==> src/rtl/pairwise_match_pkg.sv <==
// rtl/pairwise_match_pkg.sv - shared types and helpers for the pairwise match trigger
package pairwise_match_pkg;

    typedef enum logic [1:0] {
        ARMED    = 2'd0,
        FIRE     = 2'd1,
        HOLDOFF  = 2'd2,
        WAIT_LOW = 2'd3
    } trig_state_t;

    // Widest matrix supported: 16 channels -> 256 pair bits
    localparam int POP_MAX_W = 256;

    function automatic int match_cnt_width(input int n);
        return $clog2(n * n + 1);
    endfunction

    function automatic logic [8:0] popcount(input logic [POP_MAX_W-1:0] v);
        logic [8:0] c;
        c = '0;
        for (int i = 0; i < POP_MAX_W; i++) begin
            c = c + {8'd0, v[i]};
        end
        return c;
    endfunction

endpackage

==> src/rtl/pairwise_eq_matrix.sv <==
// rtl/pairwise_eq_matrix.sv - combinational NxN channel equality matrix
module pairwise_eq_matrix #(
    parameter int N = 5,
    parameter int W = 1
) (
    input  logic [N*W-1:0] data,
    output logic [N*N-1:0] match
);

    for (genvar i = 0; i < N; i++) begin : g_row
        for (genvar j = 0; j < N; j++) begin : g_col
            assign match[i*N+j] = (data[i*W +: W] == data[j*W +: W]);
        end
    end

endmodule

==> src/rtl/pairwise_match_trigger.sv <==
// rtl/pairwise_match_trigger.sv - pipelined pairwise comparator with trigger FSM and sticky history
module pairwise_match_trigger
    import pairwise_match_pkg::*;
#(
    parameter int N      = 5,
    parameter int W      = 1,
    parameter int THRESH = N * N,
    parameter int HOLD   = 4,
    parameter int CNT_W  = 16
) (
    input  logic                       clk,
    input  logic                       rst,
    input  logic                       in_valid,
    input  logic [N*W-1:0]             in_data,
    input  logic                       clear_sticky,
    output logic                       out_valid,
    output logic [N*N-1:0]             match,
    output logic [$clog2(N*N+1)-1:0]   match_cnt,
    output logic [N*N-1:0]             sticky,
    output logic                       trigger,
    output logic [CNT_W-1:0]           trig_count,
    output logic                       armed
);

    localparam int CW = match_cnt_width(N);
    localparam int HW = (HOLD > 1) ? $clog2(HOLD) : 1;
    localparam logic [HW-1:0] HOLD_LAST = HW'((HOLD > 0) ? HOLD - 1 : 0);
    localparam logic [CW-1:0] THRESH_C  = CW'(THRESH);

    logic [N*W-1:0]       d1;
    logic                 v1;
    logic [N*N-1:0]       eq;
    logic [POP_MAX_W-1:0] eq_ext;
    logic [CW-1:0]        eq_cnt;
    logic                 cond;
    logic [HW-1:0]        hold_cnt;
    trig_state_t          state;
    trig_state_t          state_next;

    pairwise_eq_matrix #(.N(N), .W(W)) u_eq (
        .data  (d1),
        .match (eq)
    );

    assign eq_ext = POP_MAX_W'(eq);
    assign eq_cnt = CW'(popcount(eq_ext));

    always_ff @(posedge clk) begin
        if (rst) begin
            d1 <= '0;
            v1 <= 1'b0;
        end else begin
            v1 <= in_valid;
            if (in_valid) begin
                d1 <= in_data;
            end
        end
    end

    // Stage 2 holds its last result across bubbles
    always_ff @(posedge clk) begin
        if (rst) begin
            out_valid <= 1'b0;
            match     <= '0;
            match_cnt <= '0;
        end else begin
            out_valid <= v1;
            if (v1) begin
                match     <= eq;
                match_cnt <= eq_cnt;
            end
        end
    end

    // A clear in the same cycle as a valid result keeps the new bits
    always_ff @(posedge clk) begin
        if (rst) begin
            sticky <= '0;
        end else begin
            sticky <= (clear_sticky ? '0 : sticky) | (out_valid ? match : '0);
        end
    end

    assign cond = out_valid && (match_cnt >= THRESH_C);

    always_comb begin
        state_next = state;
        trigger    = (state == FIRE);
        armed      = (state == ARMED);
        case (state)
            ARMED:    if (cond) state_next = FIRE;
            FIRE:     state_next = (HOLD > 0) ? HOLDOFF : WAIT_LOW;
            HOLDOFF:  if (hold_cnt == HOLD_LAST) state_next = WAIT_LOW;
            WAIT_LOW: if (out_valid && (match_cnt < THRESH_C)) state_next = ARMED;
            default:  state_next = ARMED;
        endcase
    end

    always_ff @(posedge clk) begin
        if (rst) begin
            state      <= ARMED;
            hold_cnt   <= '0;
            trig_count <= '0;
        end else begin
            state    <= state_next;
            hold_cnt <= (state == HOLDOFF) ? hold_cnt + 1'b1 : '0;
            if ((state_next == FIRE) && (trig_count != '1)) begin
                trig_count <= trig_count + 1'b1;
            end
        end
    end

endmodule

==> config.mk <==
export PLATFORM = sky130hd
export DESIGN_NAME = pairwise_match_trigger
export DESIGN_NICKNAME = d
export VERILOG_FILES = /design/src/rtl/pairwise_match_pkg.sv /design/src/rtl/pairwise_eq_matrix.sv /design/src/rtl/pairwise_match_trigger.sv
export SDC_FILE = /design/constraint.sdc
export NUM_CORES = 1
export LEC_CHECK = 0
export CORE_MARGIN = 4
export CORE_UTILIZATION = 44
export CTS_CLUSTER_DIAMETER = 80
export DETAILED_ROUTE_END_ITERATION = 8
export GPL_TIMING_DRIVEN = 1
export MAX_ROUTING_LAYER = met4
export PLACE_DENSITY_LB_ADDON = 0.25
export SYNTH_ARGS = -nofsm -noshare
export SYNTH_HDL_FRONTEND = slang
export SYNTH_SLANG_ARGS = --single-unit
==> constraint.sdc <==
create_clock -name clk -period 4.3 [get_ports clk]
set_input_delay 0.43 -clock clk [delete_from_list [all_inputs] [get_ports clk]]
set_output_delay 0.43 -clock clk [all_outputs]
set_load 0.01 [all_outputs]
=== Yosys cells after proc, flatten, opt, wreduce, memory -nomap -nowiden ===
Index checks and enable logic that the tools add are counted.

* Bits in read-only memories: 0
* Memories: 0
* Flip-flop bits (word level): 82
* Bits in latches: 0
* RAM bits: 0

* Add/subtract/negate cells: 26
* Shifts and indexed selects: 0
* Multipliers: 0
* $lt $le $gt $ge: 2
* Multiplexer cells: 6
* Div/mod/pow operators: 0
* Reductions and logical operators: 5
* Equal/unequal tests: 26
* Bitwise logic cells: 2

{| class="wikitable"
|+ Operator list
! kind !! number
|-
| $add 5x1->5 || 16
|-
| $mux 25 || 2
|-
| $or 25x25->25 || 1
|-
| $add 5x1->5 const B || 4
|-
| $eq 1x1->1 || 20
|-
| $add 16x1->16 const B || 1
|-
| $ne 16x16->1 const B || 1
|-
| $pmux 2 s4 || 1
|-
| $eq 2x2->1 const B || 3
|-
| $mux 2 || 3
|-
| $add 4x1->5 || 1
|-
| $ge 5x5->1 const B || 1
|-
| $lt 5x5->1 const B || 1
|-
| $add 3x1->4 || 1
|-
| $eq 2x1->1 const B || 2
|-
| $add 2x1->3 || 1
|-
| $logic_and 1x1->1 || 3
|-
| $add 1x1->2 const A || 1
|-
| $add 2x1->2 const B || 1
|-
| $logic_not 2->1 || 1
|-
| $reduce_or 2->1 || 1
|-
| $not 1->1 || 1
|}

=== Longest topological paths before layout ===
Gate-level depths: netlist of the first run.

* Depth in word-level cells: 25
* Depth in mapped cells: 17
* Gate-level depth less buffers: 16

=== Cells and area by module ===
Synthesis of the first run repeated with hierarchy kept, for this count alone.

* Cells, all modules: 418
* Area total of the unflattened synthesis: 3,957.5 um^2

{| class="wikitable"
|+ Modules (own cells, without submodules)
! module !! area each (um^2) !! cells each !! seq. area each (um^2) !! times used
|-
| pairwise_match_trigger || 3,701.0 || 387 || 1,641.6 || 1
|-
| pairwise_eq_matrix || 256.5 || 31 || 0.0 || 1
|}

=== Worst setup path before layout of the first run ===
OpenSTA, ideal clock, no wires.

* Path kind: flip-flop to flip-flop
* Start point: reg d1[3]
* End point: reg match_cnt[3]
* Buffers on the path: 1
* Clock period less this slack: 4.474 ns
* Path slack: -0.174 ns
* Cell stages (with the launch flop): 16
* Setup time: 0.101 ns
* Data arrival time: 4.373 ns
* Cells stage by stage: dfxtp_1 > clkbuf_1 > xor2_1 > inv_1 > fa_1 > inv_1 > fa_1 > fa_1 > fa_1 > fa_1 > inv_1 > ha_1 > nor2b_1 > o21a_1 > o21a_1 > o41ai_1

* Elaborated cells on any way between the ends: 30
* Classes of those cells: add/sub: 22; eq/ne: 8

{| class="wikitable"
|+ RTL lines
! element !! line !! text
|-
| start, declared || pairwise_match_trigger.sv:30 || <nowiki>logic [N*W-1:0] d1;</nowiki>
|-
| start signal, assigned || pairwise_match_trigger.sv:55 || <nowiki>d1 <= in_data;</nowiki>
|-
| $eq 1x1->1 || pairwise_eq_matrix.sv:12 || <nowiki>assign match[i*N+j] = (data[i*W +: W] == data[j*W +: W]);</nowiki>
|-
| net eq[16] || pairwise_match_trigger.sv:32 || <nowiki>logic [N*N-1:0] eq;</nowiki>
|-
| $add 5x1->5 (9 in a row) || pairwise_match_pkg.sv:22 || <nowiki>c = c + {8'd0, v[i]};</nowiki>
|-
| end signal, assigned || pairwise_match_trigger.sv:70 || <nowiki>match_cnt <= eq_cnt;</nowiki>
|-
| end, declared || pairwise_match_trigger.sv:18 || <nowiki>output logic [$clog2(N*N+1)-1:0] match_cnt,</nowiki>
|}

The timed path passes the listed nets, and every way through them passes these cells.
A chain may end at the register's enable or synchronous reset.

=== Worst setup path after layout of the first run ===
* Start point: reg d1[0]
* End point: reg match_cnt[3]

* Word-level cells in the longest chain between the ends: 25
* Elaborated cells on any way between the ends: 32
* Classes of those cells: add/sub: 24; eq/ne: 8

{| class="wikitable"
|+ RTL lines
! element !! line
|-
| $eq 1x1->1 || pairwise_eq_matrix.sv:12
|-
| $add 1x1->2 || pairwise_match_pkg.sv:22
|-
| $add 2x1->3 || pairwise_match_pkg.sv:22
|-
| $add 3x1->4 || pairwise_match_pkg.sv:22
|-
| $add 4x1->5 || pairwise_match_pkg.sv:22
|-
| $add 5x1->5 (15 in a row) || pairwise_match_pkg.sv:22
|-
| $add 5x1->5 * (5 in a row) || pairwise_match_pkg.sv:22
|}

Mark *: on every way between the ends. The rest lies on a longest branch, timed or not.

==> flow_summary_export.csv, run 1 <==
group,metric,value,unit
critical_path,slowest_delay,0.56,ns
timing,finalHoldViolations,0,
logic_synthesis,synth.distinct_cells,38,
critical_path,crit_family,"adder cells",
placement,hpwl,5.29,mm
critical_path,crit_arrival,4.35,ns
clock_network,cts_made_buffers,9,
global_route,grt_pass1_wl,12.3,mm
detailed_routing,met2WireLength,3.72,mm
logic_synthesis,syn_nets,392,
critical_path,required,4.54,ns
detailed_routing,route.detailed.drc,0,
global_route,antenna_found_initial,0,
cells_and_area,diodes,0,
logic_synthesis,yosysWarnings,0,
pwr,total_power,1.84,mW
cells_and_area,final_cell_count_no_fill,533,
detailed_routing,wl_per_cell,13.9,um
critical_path,crit_buf_inv,2,
detailed_routing,drt_first_pass_iters,4,
pwr,ir_drop,0.238,mV
placement,placed_cell_area,4100,um2
critical_path,endpoint_kind,"flip-flop",
logic_synthesis,synth_cells,364,
critical_path,critPathSlowestCell,"fa_1",
worst_hold_path,hold_class,"reg -> reg",
critical_path,crit_fanout,5,
clock_network,clockBufferDepth,2,
clock_network,cts-root-buf,"clkbuf_8",
flow_run,maxCapViolCount,0,
timing,finalSetupViolCount,0,
cells_and_area,fillers,649,
detailed_routing,vias_per_cell,5.16,
global_route,grt-ovfl-total,0,
clock_network,clk_latency,0.34,ns
die,num_rows,31,
die,ios,83,
timing,slew_viol_final,0,
critical_path,critPathKind,"reg -> reg",
cells_and_area,final_common_cell,"clkdlybuf4s50_1",
cells_and_area,final_cell_mix,"clkdlybuf4s50_1, dfxtp_1, a21oi_1, nor2_1, nand2b_1",
timing,worst_slew_pin_slew,0.849,ns
global_route,grt_pass1_vias,2540,
logic_synthesis,syn-cell-area,3280,um2
detailed_routing,drt_iter0_markers,92,
die,die_w,94.4,um
global_route,grt_max_degree,47,
run_status,status,"finished clean",
detailed_routing,top_layer,"met4",
timing,fin_worst_skew,0.00890,ns
critical_path,crit_chain,"xnor2_2 > fa_1 > inv_2 > fa_2 > fa_2 > fa_1 > fa_1 > inv_2 > ha_4 > nor2b_4 > o21a_1 > o21a_1 > o41ai_2",
logic_synthesis,avgSynthCellArea,9.01,um2
cells_and_area,final_nets,457,
die,die_y,94.4,um
detailed_routing,wirelength,7.39,mm
detailed_routing,antenna_left,0,
clock_network,htreeDepth,3,
global_route,grt_util_all_layers,18.0,%
critical_path,cp-start-kind,"flip-flop",
placement,dp_cells,516,
placement,io_buffers,82,
detailed_routing,dr_wl_met3,331,um
detailed_routing,wl_met1,3.25,mm
timing,period_minus_slack,4.11,ns
timing,max_freq,243,MHz
logic_synthesis,yosysSeqAreaShare,41.5,%
cells_and_area,drive_gt1_share,11.5,%
timing,timing.setup.tns,0,ns
timing,rsz0062_at_grt,"false",
die,coreArea,7250,um2
cells_and_area,area_growth,33.2,%
clock_network,path_clk_slew,0.08,ns
clock_network,cts_tree,"yes",
timing,min_period_over_period,95.6,%
placement,globalplace.congestion,0.842,
clock_network,clock_sinks,68,
die,dieArea,8900,um2
logic_synthesis,ys_ff_latch,68,
detailed_routing,via_count,2752,
clock_network,ctsHoldBuffers,0,
timing,relSlewSlack,43.4,%
critical_path,cp_common_cell,"fa_1",
pwr,powerDensity,420,nW/um2
die,initial_core_util,45.2,%
cells_and_area,final_area,4370,um2
pwr,p_leak,1.61,nW
final timing paths:
path | from | end | slack [ns] | cells after the start
hold / removal | hold_cnt[0]$_SDFF_PP0_ | hold_cnt[0]$_SDFF_PP0_ | 0.44 | 1
setup reg to reg | d1[0]$_SDFFE_PP0P_ | match_cnt[3]$_SDFFE_PP0P_ | 0.19 | 13
setup / recovery | d1[0]$_SDFFE_PP0P_ | match_cnt[3]$_SDFFE_PP0P_ | 0.19 | 13
hold reg to reg | hold_cnt[0]$_SDFF_PP0_ | hold_cnt[0]$_SDFF_PP0_ | 0.44 | 1
cell usage after synthesis:
cell type,n,area (um2)
dfxtp_1,68,1360
a21oi_1,40,200
nor2_1,30,113
nand2b_1,26,163
inv_1,25,93.8
clkbuf_1,17,63.8
nand2_1,16,60.1
buf_4,14,105
mux2i_1,13,130
or4_1,11,82.6
ha_1,10,125
fa_1,9,180
nor2b_1,8,50.1
xnor2_1,8,70.1
nand3_1,7,35.0
o31ai_1,7,52.6
buf_1,5,18.8
mux2_2,4,45.0
nor4_1,4,25.0
o21a_1,4,30.0
xor2_1,4,35.0
a211oi_1,3,22.5
and3_1,3,18.8
nand4_1,3,18.8
o21ai_0,3,15.0
o41ai_1,3,26.3
or2_2,3,18.8
and4_1,2,17.5
nor3_1,2,10.0
nor4b_1,2,17.5
o211ai_1,2,15.0
or3_1,2,12.5
a21o_1,1,7.51
buf_2,1,5.00
nor4bb_1,1,10.0
o311ai_0,1,8.76
or3b_1,1,8.76
or3b_2,1,8.76
sequential cells by signal, summed over array words and instances (netlist names):
signal      count
match          11
d1              5
sticky         25
hold_cnt        2
out_valid       1
match_cnt       5
v1              1
trig_count     16
state           2
layer usage:
layer	vias up	GRT usage, %
met5	-	-
met1	1325	22.3
met4	0	6.50
met3	8	3.82
met2	63	29.1
li1	1356	-
per-stage QoR:
stage	hold slack (ns)	setup slack, ns	utilization, %
2_1_floorplan	0.407	0.0230	-
3_3_place_gp	0.417	0.104	56.5
3_5_place_dp	0.434	-0.0230	56.5
4_1_cts	0.445	0.0118	59.3
5_1_grt	0.461	0.0258	60.2
6_report	0.439	0.189	60.2
worst register-to-register path: cells and delay by family (launching register included):
family          cells  cell delay (ns)
xor+xnor            1             0.16
simple gates        1             0.11
fa+ha+maj           6             2.60
compound gates      3             0.67
buf+inv             2             0.10
flops               1             0.39
cells by family after synthesis:
logic type	count (synthesis)	synth area share, %
simple gates	122	20.4
flops	68	41.5
compound gates	64	11.5
buf+inv	62	8.73
fa+ha+maj	19	9.31
mux	17	5.34
xor+xnor	12	3.20
cell type report:
| type | count | area (um2) | share of cell area (%) |
|---|---|---|---|
| repair buffers | 91 | 883 | 20.2 |
| clock inverters | 7 | 75.1 | 1.72 |
| inverters | 25 | 93.8 | 2.15 |
| flip-flops and latches | 68 | 1370 | 31.4 |
| multi-input cells | 234 | 1700 | 38.9 |
| clock buffers | 9 | 124 | 2.84 |
| well taps | 99 | 124 | 2.84 |
power by group:
part | switching (mW) | internal, mW
logic | 0.293 | 0.319
clock network | 0.260 | 0.271
registers | 0.0344 | 0.659
total | 0.587 | 1.25
repair_timing:
action,in CTS,in global routing
hold endpoints to repair,0,0
endpoints found under the setup margin,1,2
gates resized for setup,3,16
buffers inserted,0,1
pin swaps,0,9
gates cloned,0,0
Note: power is estimated with default switching activity, not from simulation.
==> run 2, diff against run 1 <==
--- a/config.mk
+++ b/config.mk
@@ -5,6 +5,7 @@
 export SDC_FILE = /design/constraint.sdc
 export NUM_CORES = 1
 export LEC_CHECK = 0
+export CAP_MARGIN = 30
 export CORE_MARGIN = 4
 export CORE_UTILIZATION = 44
 export CTS_CLUSTER_DIAMETER = 80
==> results of run 2 <==
No change in the layout: final DEF, timing and power equal those of run 1.
